File: src/rtl/bcd_scan_display.sv
// Multi-digit BCD up/down counter with prescaled tick and a scanned common-anode display drive.
// Optional leading-zero blanking is enabled by defining BCD_SCAN_LZB_EN.
module bcd_scan_display #(
    parameter int NUM_DIGITS = 4,
    parameter int TICK_DIV   = 100000000,
    parameter int SCAN_DIV   = 100000
) (
    input  logic                    clk,
    input  logic                    rst,
    input  logic                    en,
    input  logic                    up_dn,
    input  logic                    clr,
    input  logic                    load,
    input  logic [4*NUM_DIGITS-1:0] load_val,
    output logic [4*NUM_DIGITS-1:0] count_bcd,
    output logic                    wrap,
    output logic [6:0]              seg,
    output logic [NUM_DIGITS-1:0]   an
);

    localparam int W  = 4 * NUM_DIGITS;
    localparam int PW = (TICK_DIV > 1) ? $clog2(TICK_DIV) : 1;
    localparam int SW = (SCAN_DIV > 1) ? $clog2(SCAN_DIV) : 1;
    localparam int IW = (NUM_DIGITS > 1) ? $clog2(NUM_DIGITS) : 1;

    localparam logic [PW-1:0] PRE_MAX  = PW'(TICK_DIV - 1);
    localparam logic [SW-1:0] SCAN_MAX = SW'(SCAN_DIV - 1);
    localparam logic [IW-1:0] IDX_MAX  = IW'(NUM_DIGITS - 1);

    function automatic logic [6:0] glyph(input logic [3:0] d);
        case (d)
            4'd0:    glyph = 7'b1000000;
            4'd1:    glyph = 7'b1111001;
            4'd2:    glyph = 7'b0100100;
            4'd3:    glyph = 7'b0110000;
            4'd4:    glyph = 7'b0011001;
            4'd5:    glyph = 7'b0010010;
            4'd6:    glyph = 7'b0000010;
            4'd7:    glyph = 7'b1111000;
            4'd8:    glyph = 7'b0000000;
            4'd9:    glyph = 7'b0011000;
            default: glyph = 7'b1111111;
        endcase
    endfunction

    logic [PW-1:0] pre;
    logic [SW-1:0] tmr;
    logic [IW-1:0] idx;
    logic          tick;
    logic [W-1:0]  inc_val;
    logic [W-1:0]  dec_val;
    logic [W-1:0]  ld_val;
    logic          carry;
    logic          borrow;
    logic [3:0]    dig;

    assign tick = en && (pre == PRE_MAX);

    // Ripple carry/borrow across digits; a carry or borrow out of the top means wrap.
    always_comb begin
        inc_val = '0;
        dec_val = '0;
        ld_val  = '0;
        carry   = 1'b1;
        borrow  = 1'b1;
        dig     = '0;
        for (int i = 0; i < NUM_DIGITS; i++) begin
            dig = count_bcd[4*i +: 4];
            if (carry) begin
                inc_val[4*i +: 4] = (dig == 4'd9) ? 4'd0 : dig + 4'd1;
                carry = (dig == 4'd9);
            end else begin
                inc_val[4*i +: 4] = dig;
            end
            if (borrow) begin
                dec_val[4*i +: 4] = (dig == 4'd0) ? 4'd9 : dig - 4'd1;
                borrow = (dig == 4'd0);
            end else begin
                dec_val[4*i +: 4] = dig;
            end
            ld_val[4*i +: 4] = (load_val[4*i +: 4] > 4'd9) ? 4'd0 : load_val[4*i +: 4];
        end
    end

    always_ff @(posedge clk or posedge rst) begin
        if (rst) begin
            count_bcd <= '0;
            pre       <= '0;
            wrap      <= 1'b0;
        end else begin
            wrap <= 1'b0;
            if (clr) begin
                count_bcd <= '0;
                pre       <= '0;
            end else if (load) begin
                count_bcd <= ld_val;
                pre       <= '0;
            end else if (en) begin
                if (tick) begin
                    pre       <= '0;
                    count_bcd <= up_dn ? inc_val : dec_val;
                    wrap      <= up_dn ? carry : borrow;
                end else begin
                    pre <= pre + 1'b1;
                end
            end
        end
    end

    logic [NUM_DIGITS-1:0] an_d;
    logic [3:0]            dsel;
    logic [6:0]            seg_d;

`ifdef BCD_SCAN_LZB_EN
    logic nz;
    always_comb begin
        an_d = '1;
        dsel = '0;
        nz   = 1'b0;
        for (int i = 0; i < NUM_DIGITS; i++) begin
            an_d[i] = (idx != IW'(i));
            if (idx == IW'(i))
                dsel = count_bcd[4*i +: 4];
            if (IW'(i) >= idx && count_bcd[4*i +: 4] != 4'd0)
                nz = 1'b1;
        end
        seg_d = ((idx != '0) && !nz) ? 7'b1111111 : glyph(dsel);
    end
`else
    always_comb begin
        an_d = '1;
        dsel = '0;
        for (int i = 0; i < NUM_DIGITS; i++) begin
            an_d[i] = (idx != IW'(i));
            if (idx == IW'(i))
                dsel = count_bcd[4*i +: 4];
        end
        seg_d = glyph(dsel);
    end
`endif

    // an and seg share one register stage so the digit and glyph switch together.
    always_ff @(posedge clk or posedge rst) begin
        if (rst) begin
            tmr <= '0;
            idx <= '0;
            an  <= '1;
            seg <= 7'b1111111;
        end else begin
            if (tmr == SCAN_MAX) begin
                tmr <= '0;
                idx <= (idx == IDX_MAX) ? '0 : idx + 1'b1;
            end else begin
                tmr <= tmr + 1'b1;
            end
            an  <= an_d;
            seg <= seg_d;
        end
    end

endmodule

File: config.mk
export PLATFORM = sky130hd
export DESIGN_NAME = bcd_scan_display
export DESIGN_NICKNAME = d
export VERILOG_FILES = /design/src/rtl/bcd_scan_display.sv
export SDC_FILE = /design/constraint.sdc
export NUM_CORES = 1
export LEC_CHECK = 0
export ABC_AREA = 1
export BUFFER_PORTS_ARGS = -buffer_cell sky130_fd_sc_hd__buf_4
export CAP_MARGIN = 25
export CORE_ASPECT_RATIO = 1.75
export CORE_MARGIN = 10
export CORE_UTILIZATION = 35
export DETAILED_ROUTE_END_ITERATION = 16
export PLACE_DENSITY = 0.63
export SYNTH_ARGS = -nofsm -noshare
export SYNTH_HDL_FRONTEND = slang
export SYNTH_SLANG_ARGS = --single-unit
File: constraint.sdc
create_clock -name clk -period 6.2 [get_ports clk]
set_input_delay 0.62 -clock clk [delete_from_list [all_inputs] [get_ports clk]]
set_output_delay 0.62 -clock clk [all_outputs]
set_load 0.005 [all_outputs]
==> results of run 1 <==
==> stage by stage <==
stage | power [W] | worst slack (ps) | utilization | cell area (um2) | cells
2_1_floorplan | 0.0006676 | 3717 | - | 5139 | 736
3_3_place_gp | 0.0007506 | 4094 | 0.3932 | 5649 | 952
3_5_place_dp | 0.0007514 | 4051 | 0.3932 | 5649 | 952
4_1_cts | 0.001255 | 4039 | 0.4129 | 5933 | 968
5_1_grt | 0.001309 | 3762 | 0.4143 | 5953 | 969
6_report | 0.001242 | 4047 | 0.4143 | 5953 | 969
==> per-layer routing <==
metal / vias up / global-route usage / share of wire
met4: 0 / 0.05421 / 0.031
met5: - / 0 / 0
met3: 25 / 0.03067 / 0.032
met1: 2239 / 0.1413 / 0.37
met2: 78 / 0.2742 / 0.56
li1: 2456 / - / -
==> sequential cells by signal, indices dropped and copies added, names as in the netlist <==
| register | cells |
|---|---|
| seg | 7 |
| idx | 2 |
| tmr | 17 |
| wrap | 1 |
| an | 4 |
| pre | 27 |
| count_bcd | 16 |
==> cell type report <==
cell class | count | area, um2
clock inverters | 4 | 27.53
multi-input cells | 548 | 2808
clock buffers | 12 | 256.5
flip-flops and latches | 74 | 1866
fillers | 1529 | 8416
inverters | 100 | 375.4
repair buffers | 51 | 395.4
well taps | 180 | 225.2
==> kinds of logic after synthesis <==
| kind of cell | synth area share |
|---|---|
| simple gates | 0.3808 |
| buf+inv | 0.09058 |
| flops | 0.3630 |
| compound gates | 0.07207 |
| fa+ha+maj | 0.05600 |
| xor+xnor | 0.03750 |
==> cells in the mapped netlist (2+ instances only) <==
cell type	count
nand2_1	200
inv_1	95
nor2_1	91
nand3_1	72
dfrtp_1	63
a21oi_1	29
o21ai_0	28
nand4_1	25
ha_1	23
xor2_1	17
dfstp_2	11
nor2_2	11
nor3_1	10
buf_2	6
nand3b_1	6
inv_2	5
xnor2_1	5
a31oi_1	4
clkbuf_1	4
nor3b_1	3
o211ai_1	3
and3_1	2
buf_6	2
nand2_2	2
nand3_2	2
nor2_4	2
nor4_1	2
o22ai_1	2
==> worst max path at each step <==
stage	from	end	depth (start not counted)	slack (ps)
after floorplan	rst	count_bcd[0]	1	3720
after global placement	load	pre[14]	8	4090
after detailed placement	idx[0]	seg[6]	10	4050
after CTS	idx[0]	seg[6]	9	4040
after global routing	idx[1]	seg[6]	11	3760
final	idx[1]	seg[5]	11	4050
==> worst max-delay path: stages, from the launching register on <==
cell     delay, ps
dfrtp_1        400
inv_1          100
ha_1           220
inv_1          120
nand3_1         80
a21oi_1         60
o22ai_1        360
inv_1          120
ha_1           190
or2_2          300
nand3_1         70
nand2_1         50
==> report_power, final <==
group          total, W  switching, W  internal, W  leakage, nW
Combinational  0.000208      0.000125    0.0000824         1.83
Sequential     0.000534     0.0000313     0.000503        0.966
Clock          0.000500      0.000208     0.000292        0.131
Total           0.00124      0.000364     0.000877         2.93
==> flow_metrics.env, run 1 <==
export IMPL_ir_worst_vdd_uv=124.9
export IMPL_synth_top_cell_by_area="dfrtp_1"
export IMPL_fin_hold_ws_ps=373.9
export IMPL_n_antenna_cell=0
export IMPL_hold_violations=0
export IMPL_clock_fmax_mhz=464.4
export IMPL_critPathKind="flip-flop to flip-flop"
export IMPL_p_leak_nw=2.925
export IMPL_run_status="finished, final reports clean"
export IMPL_coreArea_mm2=0.01437
export IMPL_path_clk_slew_ps=60
export IMPL_drcViolationCount=0
export IMPL_ctsHoldBuffers=0
export IMPL_synthDistinctLibCells=39
export IMPL_cts_sinks=74
export IMPL_yosysTopAreaCellShare=0.3068
export IMPL_totalWireLength_mm=14.24
export IMPL_cts_buffers_inserted=9
export IMPL_place_congestion=0.8887
export IMPL_layout_cells_most_common_list="nand2_1 (200), inv_1 (94), nor2_1 (91), nand3_1 (72), dfrtp_1 (63)"
export IMPL_vias=4798
export IMPL_grt_usage=0.1419
export IMPL_synth_warnings=0
export IMPL_cts_root_buf="clkbuf_16"
export IMPL_synth_edf_count=0
export IMPL_cts_resized=0
export IMPL_detail_route_antenna_nets=0
export IMPL_arrival_ps=2420
export IMPL_dieArea_mm2=0.02012
export IMPL_drv_cap=0
export IMPL_dieHeight_um=180.3
export IMPL_synth_flop_cell="dfrtp_1"
export IMPL_reg2reg_slack_ps=4050
export IMPL_postSynth_asyncResetShare=1.000
export IMPL_layout_drive_gt1_share=0.1356
export IMPL_timing_rr_start="idx[1]"
export IMPL_synth_nets=781
export IMPL_grt_first_pass_wirelength_mm=23.52
export IMPL_num_rows=58
export IMPL_viasPerCell=4.951
export IMPL_first_pass_iters=6
export IMPL_layout_worst_path_cycle_share=0.3473
export IMPL_ys_seq_area_frac=0.3630
export IMPL_final_nets=829
export IMPL_end_kind="flip-flop"
export IMPL_setup_violations=0
export IMPL_clk_latency_ps=340
export IMPL_die_x_um=111.6
export IMPL_syn2layout_area_growth_pct=15.85
export IMPL_avgRoutedWirePerCell_um=14.70
export IMPL_drtIter0Drc=234
export IMPL_period_minus_slack_ps=2153
export IMPL_cp_max_fo=6
export IMPL_synth_seq_cells=74
export IMPL_required_ps=6460
export IMPL_grt_max_degree=75
export IMPL_rsz0062_at_grt="false"
export IMPL_io_buffer_count=49
export IMPL_synth_area_mm2=0.005139
export IMPL_htree_levels=3
export IMPL_min_delay_path_class="primary input to async pin"
export IMPL_skew_ps=11.75
export IMPL_first_global_vias=4764
export IMPL_tightest_slew_ps=571.8
export IMPL_cts_buffer_depth=2
export IMPL_synthTopCellsByArea="dfrtp_1 (31%), nand2_1 (15%), nand3_1 (7.0%)"
export IMPL_slew_violations=0
export IMPL_timing_setup_tns_ps=0
export IMPL_start_util=0.3576
export IMPL_r2r_cells=11
export IMPL_rr_endpoint="seg[5]"
export IMPL_startpoint_type="flip-flop"
export IMPL_antenna_found_initial=0
export IMPL_ioPinCount=50
export IMPL_cts_setup_buffers=0
export IMPL_final_common_cell="nand2_1"
export IMPL_grt_ovfl_total=0
export IMPL_cts_tree="done"
export IMPL_postSynthCellCount=736
export IMPL_hpwl_mm=11.02
export IMPL_p_per_area_mw_per_mm2=208.6
export IMPL_syn_area_per_cell_um2=6.982
export IMPL_slew_headroom=0.6159
No activity file was read; power rests on OpenSTA's default activity.
==> run 2, diff against run 1 <==
==> constraint.sdc (replaced) <==
create_clock -name clk -period 2.2 [get_ports clk]
set_input_delay 0.22 -clock clk [delete_from_list [all_inputs] [get_ports clk]]
set_output_delay 0.22 -clock clk [all_outputs]
set_load 0.005 [all_outputs]
==> flow_metrics.env, run 2 (synthesis gave the netlist of run 1 again) <==
export IMPL_cp_max_fo=6
export IMPL_pwr_share_clk=0.452
export IMPL_totalWireLength_mm=14.67
export IMPL_regMostFlops="pre"
export IMPL_cts_root_buf="clkbuf_16"
export IMPL_layout_worst_path_cycle_share=0.8785
export IMPL_power_switching_w=0.001041
export IMPL_drtIter0Drc=203
export IMPL_largest_register_ffs=27
export IMPL_place_congestion=0.9248
export IMPL_grt_usage=0.1466
export IMPL_timing_rr_start="idx[1]"
export IMPL_cts_setup_buffers=0
export IMPL_arrival_ps=2190
export IMPL_p_sw_frac=0.2683
export IMPL_start_util=0.3576
export IMPL_power_frac_seq=0.386
export IMPL_layout_drive_gt1_share=0.1473
export IMPL_slew_headroom=0.6317
export IMPL_htree_levels=3
export IMPL_end_kind="flip-flop"
export IMPL_detail_route_antenna_nets=0
export IMPL_wl_met1_mm=5.132
export IMPL_tightest_slew_ps=551.7
export IMPL_final_nets=841
export IMPL_grt_max_degree=52
export IMPL_avgRoutedWirePerCell_um=14.95
export IMPL_path_clk_slew_ps=60
export IMPL_syn2layout_area_growth_pct=19.02
export IMPL_crit_end="seg[5]"
export IMPL_coreArea_mm2=0.01437
export IMPL_rr_endpoint="seg[5]"
export IMPL_grt_first_pass_wirelength_mm=24.25
export IMPL_drcViolationCount=0
export IMPL_min_delay_path_class="primary input to flip-flop"
export IMPL_reg2reg_slack_ps=270
export IMPL_startpoint_type="flip-flop"
export IMPL_power_frac_comb=0.162
export IMPL_slew_violations=0
export IMPL_first_pass_iters=4
export IMPL_ir_worst_vdd_uv=376.4
export IMPL_ioPinCount=50
export IMPL_drv_cap=0
export IMPL_wl_met3_um=525
export IMPL_totalPowerFinal_w=0.003879
export IMPL_cp_startpoint="idx[1]"
export IMPL_postLayoutCellArea_mm2=0.006116
export IMPL_place_area_mm2=0.005752
export IMPL_top_layer_used="met4"
export IMPL_final_common_cell="nand2_1"
export IMPL_dieHeight_um=180.3
export IMPL_p_per_area_mw_per_mm2=634.2
export IMPL_rsz0062_at_grt="false"
export IMPL_layout_cells_most_common_list="nand2_1 (200), inv_1 (94), nor2_1 (91), nand3_1 (72), dfrtp_1 (63)"
export IMPL_clk_latency_ps=340
export IMPL_setup_violations=0
export IMPL_hpwl_mm=11.54
export IMPL_first_global_vias=5097
export IMPL_skew_ps=8.043
export IMPL_cts_buffers_inserted=9
export IMPL_viasPerCell=5.040
export IMPL_die_x_um=111.6
export IMPL_vias=4944
export IMPL_num_rows=58
export IMPL_top_regs="pre: 27 flops, tmr: 17 flops, count_bcd: 16 flops"
export IMPL_required_ps=2460
export IMPL_cts_buffer_depth=2
export IMPL_io_buffer_count=49
export IMPL_critPathKind="flip-flop to flip-flop"
export IMPL_run_status="finished, final reports clean"
export IMPL_cts_sinks=74
export IMPL_antenna_found_initial=0
export IMPL_p_leak_nw=3.022
export IMPL_hold_depth=3
export IMPL_timing_setup_tns_ps=0
export IMPL_hold_violations=0
export IMPL_r2r_cells=11
export IMPL_period_minus_slack_ps=1933
export IMPL_dieArea_mm2=0.02012
export IMPL_clock_fmax_mhz=517.4
export IMPL_dr_wl_met2_mm=8.442
export IMPL_cts_tree="done"
export IMPL_intPower_w=0.002838
export IMPL_n_antenna_cell=0
export IMPL_fillers=1516
export IMPL_cts_resized=0
export IMPL_grt_ovfl_total=0
==> run 2: changes by cell type in the layout (fill, tap and decap cells not counted) <==
cell / change
dlygate4sd3_1: +1
buf_4: +11
clkinvlp_4: -2
clkinv_2: -1
bufinv_16: +3
==> run 2: worst min path at each step <==
stage	to	slack (ps)	start
3_5_place_dp	tmr[11]	320	rst
5_1_grt	count_bcd[2]	200	load_val[2]
2_1_floorplan	count_bcd[6]	390	clr
3_3_place_gp	tmr[11]	310	rst
4_1_cts	count_bcd[2]	160	load_val[2]
6_report	count_bcd[2]	180	load_val[2]
==> run 2: routing by layer <==
layer | vias up | GRT usage
met2 | 106 | 0.2876
met4 | 0 | 0.08157
met1 | 2323 | 0.1351
met3 | 37 | 0.02733
met5 | - | 0
li1 | 2478 | -
==> run 2: worst max-delay path, stage by stage (launching register included) <==
cell	delay (ps)
dfrtp_1	390
inv_1	110
ha_1	220
inv_1	120
nand3_1	80
a21oi_1	70
o22ai_1	180
inv_1	90
ha_1	180
or2_2	300
nand3_1	70
nand2_1	60
==> run 2: cell type report <==
type	instances	area [um2]	area share
clock buffers	12	256.5	0.04194
clock inverters	4	97.59	0.01596
inverters	100	375.4	0.06137
multi-input cells	548	2808	0.4591
flip-flops and latches	74	1866	0.3050
well taps	180	225.2	0.03682
repair buffers	63	488.0	0.07979
==> run 2: power groups by stage <==
stage	registers, W	logic, W	clock network, W
after floorplan	0.00150	0.000385	0
after global placement	0.00152	0.000626	0
after detailed placement	0.00152	0.000631	0
after CTS	0.00150	0.000636	0.00178
after global routing	0.00151	0.000719	0.00185
final	0.00150	0.000627	0.00175
==> run 2: what timing repair did <==
item / in CTS / in global routing
endpoints found under the setup margin: 0 / 0
hold buffers: 1 / 0
hold endpoints to repair: 14 / 0
==> run 2: metrics by stage <==
stage               utilization  setup slack [ps]  cells  hold slack [ps]
floorplan                     -             116.6    736            394.4
global placement         0.4003             305.5    964            308.8
detailed placement       0.4003             278.2    964            316.6
CTS                      0.4256             253.3    981            164.4
global route             0.4256             3.383    981            201.5
finish                   0.4256             267.4    981            176.2
==> run 3, diff against run 2 <==
--- a/config.mk
+++ b/config.mk
@@ -13,6 +13,7 @@
 export CORE_UTILIZATION = 35
 export DETAILED_ROUTE_END_ITERATION = 16
 export PLACE_DENSITY = 0.63
+export REMOVE_ABC_BUFFERS = 1
 export SYNTH_ARGS = -nofsm -noshare
 export SYNTH_HDL_FRONTEND = slang
 export SYNTH_SLANG_ARGS = --single-unit
==> flow_metrics.env, run 3 (synthesis gave the netlist of run 1 again) <==
export IMPL_coreArea_mm2=0.01437
export IMPL_final_nets=845
export IMPL_drtIter0Drc=220
export IMPL_first_global_vias=5071
export IMPL_ir_worst_vdd_uv=388.8
export IMPL_slew_headroom=0.6491
export IMPL_io_buffer_count=49
export IMPL_num_rows=58
export IMPL_startpoint_type="flip-flop"
export IMPL_dieArea_mm2=0.02012
export IMPL_grt_max_degree=36
export IMPL_final_common_cell="nand2_1"
export IMPL_regMostFlops="pre"
export IMPL_cts_setup_buffers=0
export IMPL_r2r_cells=11
export IMPL_p_per_area_mw_per_mm2=629.7
export IMPL_min_delay_path_class="primary input to flip-flop"
export IMPL_top_regs="pre: 27 flops, tmr: 17 flops, count_bcd: 16 flops"
export IMPL_cp_max_fo=6
export IMPL_grt_first_pass_wirelength_mm=24.61
export IMPL_clk_latency_ps=340
export IMPL_reg2reg_slack_ps=250
export IMPL_rsz0062_at_grt="false"
export IMPL_layout_cells_most_common_list="nand2_1 (200), inv_1 (94), nor2_1 (91), nand3_1 (72), buf_4 (65)"
export IMPL_path_clk_slew_ps=60
export IMPL_n_antenna_cell=0
export IMPL_power_frac_comb=0.166
export IMPL_detail_route_antenna_nets=0
export IMPL_vias=4982
export IMPL_critPathKind="flip-flop to flip-flop"
export IMPL_skew_ps=6.143
export IMPL_place_congestion=0.9894
export IMPL_layout_drive_gt1_share=0.1540
export IMPL_power_switching_w=0.001050
export IMPL_ioPinCount=50
export IMPL_timing_setup_tns_ps=0
export IMPL_grt_ovfl_total=0
export IMPL_period_minus_slack_ps=1945
export IMPL_intPower_w=0.002820
export IMPL_postLayoutCellArea_mm2=0.006146
export IMPL_power_frac_seq=0.385
export IMPL_largest_register_ffs=27
export IMPL_rr_endpoint="seg[5]"
export IMPL_tightest_slew_ps=522.4
export IMPL_run_status="finished, final reports clean"
export IMPL_cts_buffers_inserted=9
export IMPL_grt_usage=0.1472
export IMPL_cts_sinks=74
export IMPL_crit_chain="inv_1, ha_1, inv_1, nand3_1, a21oi_1, o22ai_1, inv_1, ha_1, or2_2, nand3_1, nand2_1"
export IMPL_hpwl_mm=11.71
export IMPL_die_x_um=111.6
export IMPL_arrival_ps=2210
export IMPL_viasPerCell=5.058
export IMPL_cts_buffer_depth=2
export IMPL_avgRoutedWirePerCell_um=14.93
export IMPL_place_area_mm2=0.005782
export IMPL_pwr_share_clk=0.449
export IMPL_crit_end="seg[5]"
export IMPL_clock_fmax_mhz=514.1
export IMPL_totalWireLength_mm=14.71
export IMPL_p_leak_nw=3.046
export IMPL_critical_path_max_stage_delay_ps=400
export IMPL_htree_levels=3
export IMPL_setup_violations=0
export IMPL_layout_worst_path_cycle_share=0.8842
export IMPL_first_pass_iters=4
export IMPL_cp_startpoint="idx[1]"
export IMPL_cts_tree="done"
export IMPL_drcViolationCount=0
export IMPL_end_kind="flip-flop"
export IMPL_antenna_found_initial=0
export IMPL_start_util=0.3576
export IMPL_slew_violations=0
export IMPL_critical_path_slowest_cell="dfrtp_1"
export IMPL_drv_cap=0
export IMPL_path_common_cell="inv_1"
export IMPL_p_sw_frac=0.2714
export IMPL_cts_root_buf="clkbuf_16"
export IMPL_hold_violations=0
export IMPL_syn2layout_area_growth_pct=19.60
export IMPL_required_ps=2460
export IMPL_timing_rr_start="idx[1]"
export IMPL_dieHeight_um=180.3
[run 3: worst max-delay path: cells and delay by family (launching register included)]
family | cells | cell delay (ps)
and+or+nand+nor | 4 | 510
adders and majority gates | 2 | 410
buffers and inverters | 3 | 310
DFF | 1 | 400
AOI/OAI and AO/OA | 2 | 230
[run 3: power by group through the flow]
stage	Combinational [W]	Clock (W)	Sequential (W)
floorplan	0.000357	0	0.00150
global placement	0.000639	0	0.00151
detailed placement	0.000644	0	0.00151
CTS	0.000649	0.00177	0.00149
global route	0.000730	0.00181	0.00150
finish	0.000642	0.00174	0.00149
[run 3: cell type report]
type                       count  area (um2)
fill                        1545        8223
multi-input combinational    548        2810
sequential                    74        1866
timing repair buffer          67       518.0
inverter                     100       375.4
clock buffer                  10       239.0
tap                          180       225.2
clock inverter                 6       112.6
[run 3: layer usage]
metal,track usage,vias to the layer above,part of all wire
met5,0,-,0
met4,0.06918,0,0.030
met3,0.02967,37,0.042
met2,0.2881,117,0.57
met1,0.1399,2333,0.36
li1,-,2495,-
[run 3: how the worst min path moves through the flow]
stage	from	end	slack [ps]	cells after the start
finish	load_val[2]	count_bcd[2]	200	3
global route	load_val[1]	count_bcd[1]	230	3
CTS	load_val[1]	count_bcd[1]	200	3
detailed placement	rst	pre[7]	290	2
global placement	rst	pre[7]	290	2
floorplan	up_dn	wrap	390	3
[run 3: per-stage QoR]
| stage | std cells | hold WS [ps] | power [W] | setup WS (ps) | util |
|---|---|---|---|---|---|
| CTS | 985 | 195.2 | 0.003909 | 232.9 | 0.4276 |
| detailed placement | 968 | 288.6 | 0.002158 | 246.4 | 0.4024 |
| global placement | 968 | 285.8 | 0.002154 | 322.1 | 0.4024 |
| global route | 985 | 226.4 | 0.004044 | 29.14 | 0.4277 |
| floorplan | 722 | 394.3 | 0.001861 | 116.6 | - |
| finish | 985 | 199.9 | 0.003870 | 254.7 | 0.4277 |
[run 3: repair_timing]
item | in CTS | in global routing
gates resized for setup | 0 | 1
hold buffers | 1 | 0
hold endpoints to repair | 18 | 0
endpoints found under the setup margin | 0 | 1
